File: src/rtl/sonic_tx_arbiter.sv
// Round-robin owner of the single PCIe backend TX port shared by NUM_REQ requesters.
// Grant -> active -> drain sequencing keeps TLPs from different requesters from interleaving.
module sonic_tx_arbiter #(
  parameter int NUM_REQ       = 4,
  parameter int GRANT_TIMEOUT = 64,
  parameter int CNT_WIDTH     = 8
) (
  input  logic                     clk_in,
  input  logic                     reset,
  input  logic [NUM_REQ-1:0]       req_ready,
  input  logic [NUM_REQ-1:0]       req_busy,
  output logic [NUM_REQ-1:0]       req_sel,
  output logic [NUM_REQ-1:0]       req_ready_others,
  input  logic [NUM_REQ-1:0]       req_tx_req,
  input  logic [NUM_REQ-1:0]       req_tx_dfr,
  input  logic [NUM_REQ-1:0]       req_tx_dv,
  input  logic [NUM_REQ-1:0]       req_tx_err,
  input  logic [NUM_REQ*128-1:0]   req_tx_desc,
  input  logic [NUM_REQ*128-1:0]   req_tx_data,
  output logic [NUM_REQ-1:0]       req_tx_ack,
  output logic [NUM_REQ-1:0]       req_tx_ws,
  output logic                     tx_req,
  output logic                     tx_dfr,
  output logic                     tx_dv,
  output logic                     tx_err,
  output logic [127:0]             tx_desc,
  output logic [127:0]             tx_data,
  input  logic                     tx_ack,
  input  logic                     tx_ws,
  output logic [2:0]               grant_id,
  output logic                     timeout_err
);

  typedef enum logic [1:0] {IDLE, GRANT, ACTIVE, DRAIN} state_t;

  state_t                 state, state_nxt;
  logic [2:0]             grant_id_nxt, last_winner, last_winner_nxt;
  logic [CNT_WIDTH-1:0]   cnt, cnt_nxt;
  logic [NUM_REQ-1:0]     req_sel_nxt, win_oh;
  logic                   timeout_err_nxt, active;
  logic                   busy_w, tx_pending_w;
  logic [3:0]             pick;
  logic [NUM_REQ*128-1:0] desc_sh, data_sh;

  // First ready requester after the last winner, with wrap; bit 3 flags a hit.
  function automatic logic [3:0] rr_pick(input logic [NUM_REQ-1:0] ready,
                                         input logic [2:0]         last);
    logic [3:0] res;
    int         idx;
    res = '0;
    for (int k = 1; k <= NUM_REQ; k++) begin
      idx = (int'(last) + k) % NUM_REQ;
      if (!res[3] && ((ready >> idx) & NUM_REQ'(1)) != '0)
        res = {1'b1, 3'(idx)};
    end
    return res;
  endfunction

  assign pick         = rr_pick(req_ready, last_winner);
  assign win_oh       = NUM_REQ'(1) << grant_id;
  assign active       = (state != IDLE);
  assign busy_w       = |(req_busy & win_oh);
  assign tx_pending_w = |((req_tx_req | req_tx_dfr | req_tx_dv) & win_oh);

  always_comb begin
    state_nxt       = state;
    grant_id_nxt    = grant_id;
    last_winner_nxt = last_winner;
    cnt_nxt         = cnt;
    req_sel_nxt     = req_sel;
    timeout_err_nxt = timeout_err;
    unique case (state)
      IDLE: begin
        if (pick[3]) begin
          state_nxt    = GRANT;
          grant_id_nxt = pick[2:0];
          cnt_nxt      = '0;
          req_sel_nxt  = NUM_REQ'(1) << pick[2:0];
        end
      end
      GRANT: begin
        if (busy_w) begin
          state_nxt = ACTIVE;
        end else if (cnt == CNT_WIDTH'(GRANT_TIMEOUT - 1)) begin
          // Requester never started: revoke and give the turn away.
          state_nxt       = IDLE;
          req_sel_nxt     = '0;
          timeout_err_nxt = 1'b1;
          last_winner_nxt = grant_id;
        end else begin
          cnt_nxt = cnt + 1'b1;
        end
      end
      ACTIVE: begin
        if (!busy_w) state_nxt = DRAIN;
      end
      DRAIN: begin
        if (!tx_pending_w) begin
          state_nxt       = IDLE;
          req_sel_nxt     = '0;
          last_winner_nxt = grant_id;
        end
      end
      default: state_nxt = IDLE;
    endcase
  end

  always_ff @(posedge clk_in) begin
    if (reset) begin
      state       <= IDLE;
      req_sel     <= '0;
      grant_id    <= '0;
      last_winner <= 3'(NUM_REQ - 1);
      cnt         <= '0;
      timeout_err <= 1'b0;
    end else begin
      state       <= state_nxt;
      req_sel     <= req_sel_nxt;
      grant_id    <= grant_id_nxt;
      last_winner <= last_winner_nxt;
      cnt         <= cnt_nxt;
      timeout_err <= timeout_err_nxt;
    end
  end

  // Backend mux: zero-latency path from the owner, quiet while idle.
  always_comb begin
    desc_sh          = req_tx_desc >> {grant_id, 7'd0};
    data_sh          = req_tx_data >> {grant_id, 7'd0};
    tx_req           = active & |(req_tx_req & win_oh);
    tx_dfr           = active & |(req_tx_dfr & win_oh);
    tx_dv            = active & |(req_tx_dv  & win_oh);
    tx_err           = active & |(req_tx_err & win_oh);
    tx_desc          = active ? desc_sh[127:0] : '0;
    tx_data          = active ? data_sh[127:0] : '0;
    req_ready_others = active ? ~win_oh : '0;
    req_tx_ack       = tx_ack ? req_sel : '0;
    req_tx_ws        = ~req_sel | (tx_ws ? req_sel : '0);
  end

endmodule

File: config.mk
export PLATFORM = sky130hd
export DESIGN_NAME = sonic_tx_arbiter
export DESIGN_NICKNAME = d
export VERILOG_FILES = /design/src/rtl/sonic_tx_arbiter.sv
export SDC_FILE = /design/constraint.sdc
export NUM_CORES = 1
export LEC_CHECK = 0
export ABC_AREA = 1
export CORE_AREA = 2 2 515 517
export CTS_CLUSTER_SIZE = 16
export DETAILED_ROUTE_END_ITERATION = 10
export DIE_AREA = 0 0 517 519
export SLEW_MARGIN = 20
export SYNTH_ARGS = -nofsm -noshare
export SYNTH_HDL_FRONTEND = slang
export SYNTH_SLANG_ARGS = --single-unit
File: constraint.sdc
create_clock -name clk_in -period 2.23 [get_ports clk_in]
set_input_delay 0.3345 -clock clk_in [delete_from_list [all_inputs] [get_ports clk_in]]
set_output_delay 0.3345 -clock clk_in [all_outputs]
set_load 0.01 [all_outputs]
; After elaboration in Yosys (flattened, before gate mapping)
; Index checks and enable logic that the tools add are counted.
[word_totals]
wordCells = 105
in_bits = 1052
reg_bits = 20
out_inout_bits = 280
[op_classes]
n_addsub = 5
n_bitwise = 20
muxes = 28
reduce_logical = 27
n_eq_ne = 11
shifts = 8
[op_table]
columns = operator, count
row1 = $shr A512 B10 Y128, 2
row2 = $mux W128, 2
row3 = $shr A4 B32 Y1, 4
row4 = $mux W4, 11
row5 = $and A4 B4 Y4, 6
row6 = $mux W8, 3
row7 = $reduce_or A4 Y1, 6
row8 = $mux W2, 8
row9 = $pmux W8 S2, 1
row10 = $ne A2 B2 Y1 const B, 6
row11 = $or A4 B4 Y4, 3
row12 = $pmux W4 S3, 1
row13 = $reduce_and A4 Y1, 3
row14 = $add A8 B1 Y8 const B, 1
row15 = $eq A8 B6 Y1 const B, 1
row16 = $not A4 Y4, 2
row17 = $pmux W2 S4, 1
row18 = $reduce_or A2 Y1, 4
row19 = $shl A1 B3 Y4 const A, 2
row20 = $reduce_bool A2 Y1, 3
row21 = $reduce_and A5 Y1, 1
row22 = $add A2 B1 Y2 const B, 2
row23 = $add A2 B2 Y2 const B, 2
row24 = $and A1 B1 Y1, 4
row25 = 12 further kinds, 20

; Longest topological paths before layout
; Gate-level depths: netlist (run 1).
[logic_depth]
depth_word = 17
depth_mapped = 13
depth_no_buf = 13

; Worst setup path after synthesis (run 1)
; Ideal clock, no wire load.
[synth_timing]
path_type = register -> output
from = register grant_id[1]
to = output port tx_data[108]
path_stages_with_launch = 8
arrival_time_ps = 1546
path_buffers = 3
required_time_ps = 1896
setup_slack_ps = 350
path_cell_list = dfxtp_1 buf_2 inv_2 nor2_4 buf_2 buf_1 a22oi_1 a21oi_1
[synth_via]
elab_chain_cells = 2
[synth_lines]
columns = item, line_no
row1 = start: declaration, 30  ; output logic [2:0] grant_id,
row2 = start signal: assignment, 119  ; grant_id <= grant_id_nxt;
row3 = $shr A512 B10 Y128, 129  ; data_sh = req_tx_data >> {grant_id, 7'd0};
row4 = $mux W128, 135  ; tx_data = active ? data_sh[127:0] : '0;
row5 = end: declaration, 27  ; output logic [127:0] tx_data,
; Every way passes these cells.

; Worst setup path after layout (run 1)
[layout_timing]
from = register grant_id[0]
to = output port tx_data[35]
; Same word-level chain as after synthesis.

==> flow_metrics.env, run 1 <==
export IMPL_outcome="finished with violations"
export IMPL_violations="setup timing"
export IMPL_startpoint_type="flop"
export IMPL_timing_final_crit_share=1.14
export IMPL_io_buffers=1330
export IMPL_dp_hpwl_um=235000
export IMPL_io_pins=1332
export IMPL_synth_seq_cells=19
export IMPL_fillers=30300
export IMPL_holdPathEnd="timeout_err"
export IMPL_yosys_top_cells_area="a22oi_1 (52%), a21oi_1 (18%), dfxtp_1 (5.2%)"
export IMPL_cellPowerDensity_mw_per_mm2=905
export IMPL_cp_arrival_ns=2.20
export IMPL_grt_first_pass_wirelength_um=298000
export IMPL_worst_pin_slew_ns=0.715
export IMPL_ys_seq_area_frac=0.0518
export IMPL_drt_wl_total_um=264000
export IMPL_slowest_delay_ns=0.39
export IMPL_path_cells="buf_6, nor2_4, buf_12, buf_12, buf_16, buf_12, buf_8, buf_4, a22oi_2, a21oi_2, buf_4, buf_12"
export IMPL_cts_buffers=3
export IMPL_start_util=0.0279
export IMPL_cts_sinks=19
export IMPL_drive_gt1_frac=0.432
export IMPL_max_slew_margin=0.523
export IMPL_place_congestion=0.950
export IMPL_synth_warnings=0
export IMPL_syn_to_final_growth_pct=359
export IMPL_fin_nets=3856
export IMPL_critPathCaptureType="primary output"
export IMPL_fin_util=0.128
export IMPL_core_area_mm2=0.263
export IMPL_startpoint="grant_id[0]"
export IMPL_fin_skew_ns=0.000833
export IMPL_fin_tns_setup_ns=-33.77
export IMPL_synthArstFlopShare=0
export IMPL_multiInputGateArea_mm2=0.00847
export IMPL_ant_nets=0
export IMPL_grt_pass1_vias=19200
export IMPL_rsz0062_at_grt="true"
export IMPL_crit_path_top_delay_cell="dfxtp_4"
export IMPL_final_max_slew_violation_count=0
export IMPL_synthFlopType="dfxtp_1"
export IMPL_reg2reg_depth=14
export IMPL_grtUsageTotal=0.184
export IMPL_p_leak_nw=11.2
export IMPL_max_cap_viol_count=0
export IMPL_cts_tree="done"
export IMPL_cts_root_buf="clkbuf_16"
export IMPL_vias=20200
export IMPL_clock_latency_ns=0.26
export IMPL_cp_max_fo=5
export IMPL_hold_path_depth=2
export IMPL_synth_commonest_cells="a22oi_1 (512), a21oi_1 (264), nand2_1 (85), clkbuf_1 (77), buf_2 (49)"
export IMPL_num_rows=189
export IMPL_gr_total_overflow=0
export IMPL_clockBufferDepth=2
export IMPL_seqCellArea_um2=388
export IMPL_clkTransAtPathRegs_ns=0.06
export IMPL_synth_top_area_frac=0.523
export IMPL_synth_top_area_cell="a22oi_1"
export IMPL_fin_ws_ns=-0.309
export IMPL_grt_max_degree=36
export IMPL_antenna_found_initial=343
export IMPL_min_from="timeout_err"
export IMPL_die_h_um=519
export IMPL_drt_pass1_iter_count=7
export IMPL_drc=0
export IMPL_drtIter0Drc=1546
export IMPL_wl_per_cell_um=41.0
export IMPL_synthCells=1171
export IMPL_rr_startpoint="grant_id[0]"
export IMPL_holdWs_ns=0.502
export IMPL_dieWidth_um=517
export IMPL_yosysMostFrequentCell="a22oi_1"
export IMPL_r2r_slack_ns=0.01
export IMPL_fmax_mhz=394
export IMPL_cts_htree_levels=1
export IMPL_final_hold_viol_count=0
export IMPL_r2r_end="cnt[7]"
export IMPL_hp_class="reg2reg"
export IMPL_synth_edff_count=0
export IMPL_cp_data_required_time_ns=1.90
export IMPL_die_area_mm2=0.268
export IMPL_vias_per_cell=3.14
export IMPL_synth_nets=2224
export IMPL_setup_violations=245
export IMPL_period_needed_ns=2.54
export IMPL_ir_drop_uv=493
export IMPL_layoutNonFillerInstCount=6436
export IMPL_netlist_area_mm2=0.00735
export IMPL_synth_distinct_cells=39
export IMPL_syn_area_per_cell_um2=6.28
export IMPL_placed_cells=6120
export IMPL_criticalPathCategory="reg2out"
export IMPL_path_common_cell="buf_12"
## placed cells by master, fill, tap and decap left out, types with 3 or more instances in the layout
| cell type | count |
|---|---|
| buf_8 | 30 |
| buf_16 | 38 |
| buf_2 | 88 |
| buf_12 | 205 |
| a22oi_2 | 247 |
| clkbuf_16 | 19 |
| a21oi_1 | 68 |
| o21ai_1 | 7 |
| buf_4 | 211 |
| nor2_4 | 6 |
| nand2_2 | 17 |
| nor2_1 | 25 |
| clkdlybuf4s50_1 | 1061 |
| clkdlybuf4s15_2 | 3 |
| a21oi_4 | 24 |
| a21oi_2 | 175 |
| nand3_1 | 17 |
| dfxtp_1 | 17 |
| a22oi_1 | 265 |
| buf_6 | 113 |
| nor2_2 | 3 |
| nand2_1 | 81 |
| diode_2 | 101 |
| dlygate4sd2_1 | 7 |
| nand4_1 | 4 |
| xor2_1 | 3 |
| inv_2 | 8 |
| nand2_8 | 3 |
| inv_1 | 20 |
| nand2_4 | 6 |
## cell families after synthesis
group           synth area share
compound gates             0.725
buf+inv                   0.0998
other cells             0.000510
flops                     0.0518
fa+ha+maj                0.00170
simple gates               0.115
xor+xnor                 0.00596
## power by group
group | switching (mW) | internal, mW
sequential | 0.122 | 0.424
combinational | 15.3 | 14.3
clock | 0.144 | 0.241
## sequential cells by signal, summed over array words and instances (netlist names), named ones only
register / count
last_winner: 2
grant_id: 2
cnt: 8
req_sel: 4
state: 1
timeout_err: 1
## through the flow
| step | instance area, um^2 | power, mW | setup WS, ns |
|---|---|---|---|
| floorplan | 7350 | 6.81 | 0.350 |
| global placement | 28100 | 24.2 | -0.647 |
| detailed placement | 28100 | 24.2 | -0.606 |
| CTS | 31800 | 29.5 | -0.357 |
| global route | 33600 | 32.0 | -0.371 |
| finish | 33800 | 30.6 | -0.309 |
## worst max-delay path: cells and delay by family (launching register included)
family                 cells  cell delay, ns
AND/OR/NAND/NOR            1            0.04
buffers and inverters      9            1.17
flip-flops                 1            0.39
AO/OA/AOI/OAI              2            0.26
## how the worst max path moves through the flow
stage                    to  depth (start not counted)
5_1_grt        tx_desc[109]                         10
3_3_place_gp   tx_data[124]                          5
2_1_floorplan  tx_data[108]                          7
3_5_place_dp   tx_data[124]                          5
4_1_cts         tx_data[49]                         11
6_report        tx_data[35]                         12
## metal layers
metal	wire, um	vias to the layer above	GRT usage
li1	-	8143	-
met1	94500	9393	0.196
met2	119000	1766	0.309
met3	36700	688	0.107
met4	12100	196	0.0483
met5	1370	-	0
## what timing repair did
action | in CTS | in global routing
pin swaps | 207 | 151
buffers inserted | 115 | 90
cloned | 29 | 17
hold buffers | 0 | 0
setup endpoints to repair | 278 | 277
resized for setup | 860 | 304
## final cells by class
type	instances	share of cell area
diodes	101	0.00748
clock buffers	3	0.00222
inverters	29	0.00345
flip-flops and latches	19	0.0115
multi-input cells	976	0.251
clock inverters	1	0.000148
repair buffers	1774	0.593
well taps	3533	0.131
Power figures use the tool's default switching activity.
==> run 2: changes to the inputs <==
- TNS_END_PERCENT: not set -> 1
==> run 2 against run 1 <==
The run still ends with setup timing left. Cell count decreased by 2.0%. Utilization shrank 1.1 points. Sequential power hardly changed.
==> flow_metrics.env, run 2 (synthesized netlist as in run 1, its figures left out) <==
export IMPL_outcome="finished with violations"
export IMPL_violations="setup timing"
export IMPL_layoutNonFillerInstCount=6309
export IMPL_final_max_slew_violation_count=0
export IMPL_rsz0062_at_grt="true"
export IMPL_drt_wl_total_um=257000
export IMPL_cellPowerDensity_mw_per_mm2=881
export IMPL_cp_data_required_time_ns=1.90
export IMPL_final_common_cell="clkdlybuf4s50_1"
export IMPL_hp_class="reg2reg"
export IMPL_criticalPathCategory="reg2out"
export IMPL_cts_root_buf="clkbuf_16"
export IMPL_drtIter0Drc=1531
export IMPL_grt_pass1_vias=18400
export IMPL_io_buffers=1330
export IMPL_place_congestion=0.950
export IMPL_worst_pin_slew_ns=0.534
export IMPL_ant_nets=0
export IMPL_fmax_mhz=394
export IMPL_fin_nets=3724
export IMPL_seqCellArea_um2=388
export IMPL_final_hold_viol_count=0
export IMPL_clkTransAtPathRegs_ns=0.06
export IMPL_regMostFlops="cnt"
export IMPL_dp_hpwl_um=235000
export IMPL_p_leak_nw=10.2
export IMPL_antenna_found_initial=348
export IMPL_critPathCaptureType="primary output"
export IMPL_fin_util=0.117
export IMPL_syn_to_final_growth_pct=319
export IMPL_vias=19400
export IMPL_dieWidth_um=517
export IMPL_fin_tns_setup_ns=-31.59
export IMPL_clock_latency_ns=0.26
export IMPL_largestRegisters="cnt (8), req_sel (4)"
export IMPL_die_h_um=519
export IMPL_path_cells="inv_2, nor2_4, buf_12, buf_16, buf_16, a22oi_1, a21oi_2, buf_4, buf_12"
export IMPL_grt_first_pass_wirelength_um=291000
export IMPL_crit_path_top_delay_cell="dfxtp_4"
export IMPL_grt_max_degree=36
export IMPL_startpoint_type="flop"
export IMPL_gr_total_overflow=0
export IMPL_drive_gt1_frac=0.318
export IMPL_num_rows=189
export IMPL_fin_skew_ns=0.00324
export IMPL_final_cell_mix="clkdlybuf4s50_1 (1,063), a22oi_1 (432), buf_4 (206)"
export IMPL_drt_pass1_iter_count=6
export IMPL_io_pins=1332
export IMPL_timing_final_crit_share=1.14
export IMPL_max_cap_viol_count=0
export IMPL_ir_drop_uv=429
export IMPL_die_area_mm2=0.268
export IMPL_cp_max_fo=13
export IMPL_placed_cells=6120
export IMPL_grtUsageTotal=0.180
export IMPL_largest_reg_flops=8
export IMPL_start_util=0.0279
export IMPL_slowest_delay_ns=0.37
export IMPL_setup_violations=227
export IMPL_max_slew_margin=0.644
export IMPL_cts_sinks=19
export IMPL_multiInputGateArea_mm2=0.00734
export IMPL_wl_per_cell_um=40.8
export IMPL_cp_arrival_ns=2.20
export IMPL_cts_htree_levels=1
export IMPL_period_needed_ns=2.54
export IMPL_drc=0
export IMPL_vias_per_cell=3.07
export IMPL_cts_tree="done"
export IMPL_r2r_slack_ns=0
export IMPL_cts_buffers=3
export IMPL_clockBufferDepth=2
export IMPL_fin_ws_ns=-0.307
export IMPL_fillers=30500
export IMPL_core_area_mm2=0.263
[run 2: layout make-up]
class / count / area share
Clock buffer: 3 / 0.00244
Clock inverter: 1 / 0.000163
Tap cell: 3533 / 0.144
Inverter: 29 / 0.00378
Sequential cell: 19 / 0.0126
Antenna cell: 106 / 0.00862
Multi-Input combinational cell: 976 / 0.239
Timing Repair Buffer: 1642 / 0.590
[run 2: path summary, 6_finish.rpt]
check / startpoint / end / depth (start not counted)
max: grant_id[1] / tx_desc[116] / 9
min: timeout_err / timeout_err / 2
max reg2reg: grant_id[1] / req_sel[2] / 15
min reg2reg: timeout_err / timeout_err / 2
[run 2: layer usage]
layer,track usage,wire [um],vias to the layer above,part of all wire
met5,0,1350,-,0.0052
met3,0.120,38900,666,0.15
met2,0.303,117000,1651,0.45
li1,-,-,7872,-
met1,0.181,89200,8968,0.35
met4,0.0478,10900,196,0.042
[run 2: metrics by stage]
stage	setup WS, ns	total power, mW	instance area [um^2]	hold WS, ns
finish	-0.307	27.1	30800	0.500
global route	-0.379	28.6	30600	0.522
CTS	-0.357	26.9	29700	0.499
detailed placement	-0.606	24.2	28100	0.477
global placement	-0.647	24.2	28100	0.477
floorplan	0.350	6.81	7350	0.404
[run 2: repair_timing]
action	in CTS	in global routing
gates cloned	12	10
buffers inserted	26	33
gates resized for setup	583	119
endpoints found under the setup margin	278	277
pin swaps	158	49
hold buffers	0	0
[run 2: critical path, delay by kind of cell (launching register included)]
| family | cells | cell delay [ns] |
|---|---|---|
| AOI/OAI and AO/OA | 2 | 0.36 |
| buffers and inverters | 6 | 0.89 |
| DFF | 1 | 0.37 |
| and+or+nand+nor | 1 | 0.24 |
[run 2: where the power goes]
part / switching, mW / internal, mW / leakage, nW
Sequential: 0.121 / 0.424 / 0.156
Combinational: 14.0 / 12.2 / 9.97
Clock: 0.145 / 0.241 / 0.0416
Total: 14.3 / 12.9 / 10.2
==> RTL change 1: new RTL, flow settings as in run 2 <==
Make the reset (`reset`) asynchronous in one clocked block.
--- a/src/rtl/sonic_tx_arbiter.sv
+++ b/src/rtl/sonic_tx_arbiter.sv
@@ -105,7 +105,7 @@
     endcase
   end
 
-  always_ff @(posedge clk_in) begin
+  always_ff @(posedge clk_in or posedge reset) begin
     if (reset) begin
       state       <= IDLE;
       req_sel     <= '0;
Check against the original RTL: differs if reset is asserted again (counterexample within 4 cycles, from zero or initial values and one cycle with reset high); with reset held inactive, the same outputs for 4 cycles.
==> RTL change 1 against run 2 <==
  * The flow still finishes with violations (setup timing)
  * Sequential share of layout area grew 0.23 points
  * Die area did not move
  * Worst setup slack worse by 0.031 ns
  * Sequential cell count stayed put
  * Power grew 71%
  * Final cell count up 0.65%
  * Non-clock buffer count increased by 38
  * Critical path type unchanged
  * Design area increased by 4.5%
  * Area after synthesis rose by 1.9%
  * Largest cell class unchanged
  * Combinational power grew 73%
  * Routed wire length shrank 0.61%
==> RTL change 1: results (changes against run 2) <==
| Metric | Value |
|---|---|
| Run status | complete, but fails checks (unchanged) |
| Final count of negative-setup-slack endpoints | 259 (was 227) |
| Post-synth ARST share | 1.000 (was 0) |
| Total Routed Length | 255.9 mm (was 257.5 mm) |
| HPWL Detailed | 232.0 mm (was 235.2 mm) |
| First-pass GRT wire length | 291.6 mm (was 290.9 mm) |
| Capturing point of the worst reg2reg path | req_sel[3] (was req_sel[2]) |
| GRT Overall Usage | 0.1811 (was 0.1802) |
| Fraction of the mapped netlist area in compound gates | 0.7030 (was 0.7251) |
| Largest net degree at the start of global routing | 58 (was 36) |
| 1st-pass router iterations | 7 (was 6) |
| Transition time of the tightest slew-check pin | 0.7174 ns (was 0.5342 ns) |
| Number of nets in the final layout | 3770 (was 3724) |
| Overall via count from detail_route | 18990 (was 19350) |
| Data arrival at the endpoint of the critical path | 2.23 ns (was 2.20 ns) |
| Count of cell types in the netlist | 36 (was 39) |
| DRC marker count from the first detailed-route iteration | 1179 (was 1531) |
| Clock Skews | 0.007324 ns (was 0.003237 ns) |
| Sequential area share after synthesis | 0.06385 (was 0.05175) |
| Source of the worst register-to-register timing path | grant_id[1] (unchanged) |
| Number of cells on the worst reg-to-reg path | 13 (was 15) |
| Slowest cell on the critical path | sky130_fd_sc_hd__dfrtp_2 (was sky130_fd_sc_hd__dfxtp_4) |
| Worst Slack Setup Final | -0.3384 ns (was -0.3069 ns) |
| Kind of path behind the tightest hold check | in2async (was reg2reg) |
| Biggest cell delay along the critical path | 0.45 ns (was 0.37 ns) |
| Violations in the final reports | setup timing (unchanged) |
| Placement Setup Slack | -0.4635 ns (was -0.6058 ns) |
| Global routing usage on met2 | 0.3361 (was 0.3025) |
| Maximum fanout along the worst path | 10 (was 13) |
==> RTL change 1: worst max-delay path by stage <==
stage              endpoint  slack, ns  depth (start not counted)
6_report        tx_data[34]      -0.34                         10
5_1_grt         tx_data[34]      -0.40                          9
4_1_cts        tx_data[126]      -0.38                         11
3_5_place_dp   tx_data[108]      -0.46                          7
3_3_place_gp   tx_data[108]      -0.48                          7
2_1_floorplan   tx_desc[58]       0.43                          7
==> RTL change 1: logic make-up after synthesis <==
group / Yosys count
AOI/OAI and AO/OA: 788
xor gates and xnor gates: 5
adders and majority gates: 1
buffers and inverters: 181
DFF: 19
other: 1
and+or+nand+nor: 184
==> RTL change 1: metrics by stage <==
stage | TNS [ns] | area (µm²) | hold WS (ns) | std cells
2_1_floorplan | 0 | 7486 | 0.2842 | 1179
3_3_place_gp | -43.06 | 28420 | 0.4794 | 6169
3_5_place_dp | -42.80 | 28420 | 0.4659 | 6169
4_1_cts | -58.92 | 31340 | 0.4616 | 6236
5_1_grt | -72.26 | 32020 | 0.4843 | 6294
6_report | -50.12 | 32160 | 0.4418 | 6350
==> RTL change 1: routing by layer <==
layer,up-vias,part of all wire,wire [µm]
met2,1461,0.51,130100
met3,620,0.15,39200
met1,8795,0.29,73110
met5,-,0.0043,1113
met4,174,0.048,12400
li1,7938,-,-
==> RTL change 1: layout make-up <==
class | count | area share
multi-input combinational | 979 | 0.2471
clock inverter | 1 | 0.0002334
timing repair inverter | 1 | 0.0005058
timing repair buffer | 1680 | 0.5850
clock buffer | 3 | 0.002334
antenna | 101 | 0.007859
sequential | 19 | 0.01494
inverter | 33 | 0.004591
tap | 3533 | 0.1375
==> RTL change 1: worst min-delay path: stages <==
cell,delay [ns]
sky130_fd_sc_hd__clkdlybuf4s50_1,0.41
sky130_fd_sc_hd__inv_1,0.06
sky130_fd_sc_hd__buf_4,0.26
==> RTL change 1: power by group <==
| part | total, W | switching [W] | internal, W |
|---|---|---|---|
| logic | 0.0454 | 0.0246 | 0.0208 |
| clock network | 0.000380 | 0.000137 | 0.000243 |
| registers | 0.000648 | 0.000189 | 0.000459 |
| total | 0.0464 | 0.0249 | 0.0215 |
==> RTL change 1: timing repair <==
| action | in CTS | in global routing |
|---|---|---|
| gates cloned | 19 | 3 |
| pin swaps | 133 | 71 |
| resized for setup | 745 | 140 |
| endpoints found under the setup margin | 274 | 274 |
| setup buffers | 46 | 10 |
==> RTL change 2: new RTL, config.mk and constraints of run 2 <==
Without the edit above. Change the parameter `CNT_WIDTH` from 8 to 12.
--- a/src/rtl/sonic_tx_arbiter.sv
+++ b/src/rtl/sonic_tx_arbiter.sv
@@ -3,7 +3,7 @@
 module sonic_tx_arbiter #(
   parameter int NUM_REQ       = 4,
   parameter int GRANT_TIMEOUT = 64,
-  parameter int CNT_WIDTH     = 8
+  parameter int CNT_WIDTH     = 12
 ) (
   input  logic                     clk_in,
   input  logic                     reset,
Function: not settled (the Yosys comparison gave no result); the edit may change what the design does.
==> RTL change 2 against run 2 <==
  * The flow still finishes with violations (setup timing)
  * Power is 21% higher
  * Die area stayed put
  * First-iteration DRC count barely moved
  * Routed wire length down 0.36%
  * Area after synthesis increased by 4.1%
  * Worst hold slack got worse by 0.025 ns
  * Design area is 3.0% higher
  * Worst setup slack lost 0.017 ns
  * Sequential cell count is 4 higher
  * Largest cell class unchanged
==> RTL change 2: results (changes against run 2) <==
| Metric | Value |
|---|---|
| Run status | complete, but fails checks (unchanged) |
| Leakage dissipation | 10.25 nW (was 10.17 nW) |
| Layout cell share with drive strength beyond 1 | 0.3383 (was 0.3176) |
| Maximum fanout along the worst path | 19 (was 13) |
| Combinational power share | 0.967 (was 0.966) |
| Area taken by flip-flops and latches | 462.9 µm² (was 387.9 µm²) |
| GRT Overall Usage | 0.1813 (was 0.1802) |
| First-pass GRT wire length | 292.3 mm (was 290.9 mm) |
| Total Routed Length | 256.5 mm (was 257.5 mm) |
| Vias per Instance | 3.059 (was 3.068) |
| Initial antenna violation count | 340 (was 348) |
| Share of final layout cell area taken by clock buffers and inverters | 0.002524 (was 0.002601) |
| Fillers | 30380 (was 30510) |
| CP Launch Point | grant_id[0] (was grant_id[1]) |
| Overall via count from detail_route | 19440 (was 19350) |
| Share of final layout cell area taken by non-clock buffers | 0.5771 (was 0.5903) |
| Setup TNS | -34.82 ns (was -31.59 ns) |
| Sequential cells | 23 (was 19) |
| GR Layer Usage met1 | 0.1697 (was 0.1815) |
| Final count of negative-setup-slack endpoints | 238 (was 227) |
| Cell area reported after detailed placement | 28840 µm² (was 28090 µm²) |
| Power Combinational | 0.0318 W (was 0.0262 W) |
| Number of diodes added for antenna fixing | 97 (was 106) |
| Global routing usage on met2 | 0.3288 (was 0.3025) |
| Sequential area share after synthesis | 0.06018 (was 0.05175) |
| Share of the final layout cell area in sequential cells | 0.01459 (was 0.01260) |
| DRC marker count from the first detailed-route iteration | 1530 (was 1531) |
| WL met2 | 127.2 mm (was 117.1 mm) |
| Fraction of post-synthesis cell area in the top cell type by area | 0.5024 (was 0.5230) |
| Number of nets in the final layout | 3779 (was 3724) |
| Routed length on met1 | 80.58 mm (was 89.23 mm) |
| Remaining max-slew budget at the tightest pin | 0.6043 (was 0.6439) |
| Violations in the final reports | setup timing (unchanged) |
| Weighted congestion at the end of routability-driven global placement | 1.031 (was 0.9504) |
| Internal | 0.01521 W (was 0.01286 W) |
| Synth area leaders | sky130_fd_sc_hd__a22oi_1 50%, sky130_fd_sc_hd__a21oi_1 18%, sky130_fd_sc_hd__dfxtp_1 6.0% (was sky130_fd_sc_hd__a22oi_1 52%, sky130_fd_sc_hd__a21oi_1 18%, sky130_fd_sc_hd__dfxtp_1 5.2%) |
| HPWL Detailed | 236.8 mm (was 235.2 mm) |
| Length of routed met3 wiring | 36.94 mm (was 38.89 mm) |
| Core occupancy in the finished layout | 0.1204 (was 0.1169) |
| Worst Slack Setup Final | -0.3236 ns (was -0.3069 ns) |
| Non-clock buffer count | 1650 (was 1642) |
| Post-synthesis instance total | 1225 (was 1171) |
==> RTL change 2: cell count changes after synthesis, moves of 7 or more <==
| cell | delta |
|---|---|
| sky130_fd_sc_hd__buf_2 | +35 |
| sky130_fd_sc_hd__clkbuf_1 | -22 |
| sky130_fd_sc_hd__inv_1 | +10 |
| sky130_fd_sc_hd__inv_2 | -7 |
| sky130_fd_sc_hd__nand2_1 | +23 |
| sky130_fd_sc_hd__nand4_1 | +12 |
| sky130_fd_sc_hd__nor2_1 | +12 |
==> RTL change 2: kinds of logic after synthesis <==
family | after synthesis | share of synthesized area
xor+xnor | 6 | 0.006868
other cells | 1 | 0.0004901
flops | 23 | 0.06018
compound gates | 806 | 0.7025
fa+ha+maj | 1 | 0.001635
buf+inv | 187 | 0.1089
simple gates | 201 | 0.1194
==> RTL change 2: critical path, stage by stage (launching register included) <==
cell	delay [ns]
sky130_fd_sc_hd__dfxtp_2	0.35
sky130_fd_sc_hd__buf_6	0.12
sky130_fd_sc_hd__inv_4	0.04
sky130_fd_sc_hd__nor2_4	0.09
sky130_fd_sc_hd__buf_12	0.15
sky130_fd_sc_hd__buf_16	0.17
sky130_fd_sc_hd__buf_12	0.17
sky130_fd_sc_hd__buf_12	0.16
sky130_fd_sc_hd__a22oi_1	0.10
sky130_fd_sc_hd__a21oi_2	0.25
sky130_fd_sc_hd__buf_4	0.17
sky130_fd_sc_hd__buf_12	0.10
==> RTL change 2: worst paths after layout <==
| path | endpoint | slack, ns |
|---|---|---|
| max reg2reg | cnt[0] | -0.02 |
| min | timeout_err | 0.48 |
| max | tx_desc[106] | -0.32 |
| min reg2reg | timeout_err | 0.48 |
==> RTL change 2: timing repair <==
item                       CTS  global route
cloned                      11             4
setup endpoints to repair  283           277
resized for setup          653           174
setup buffers               19            16
pin swaps                  109            84
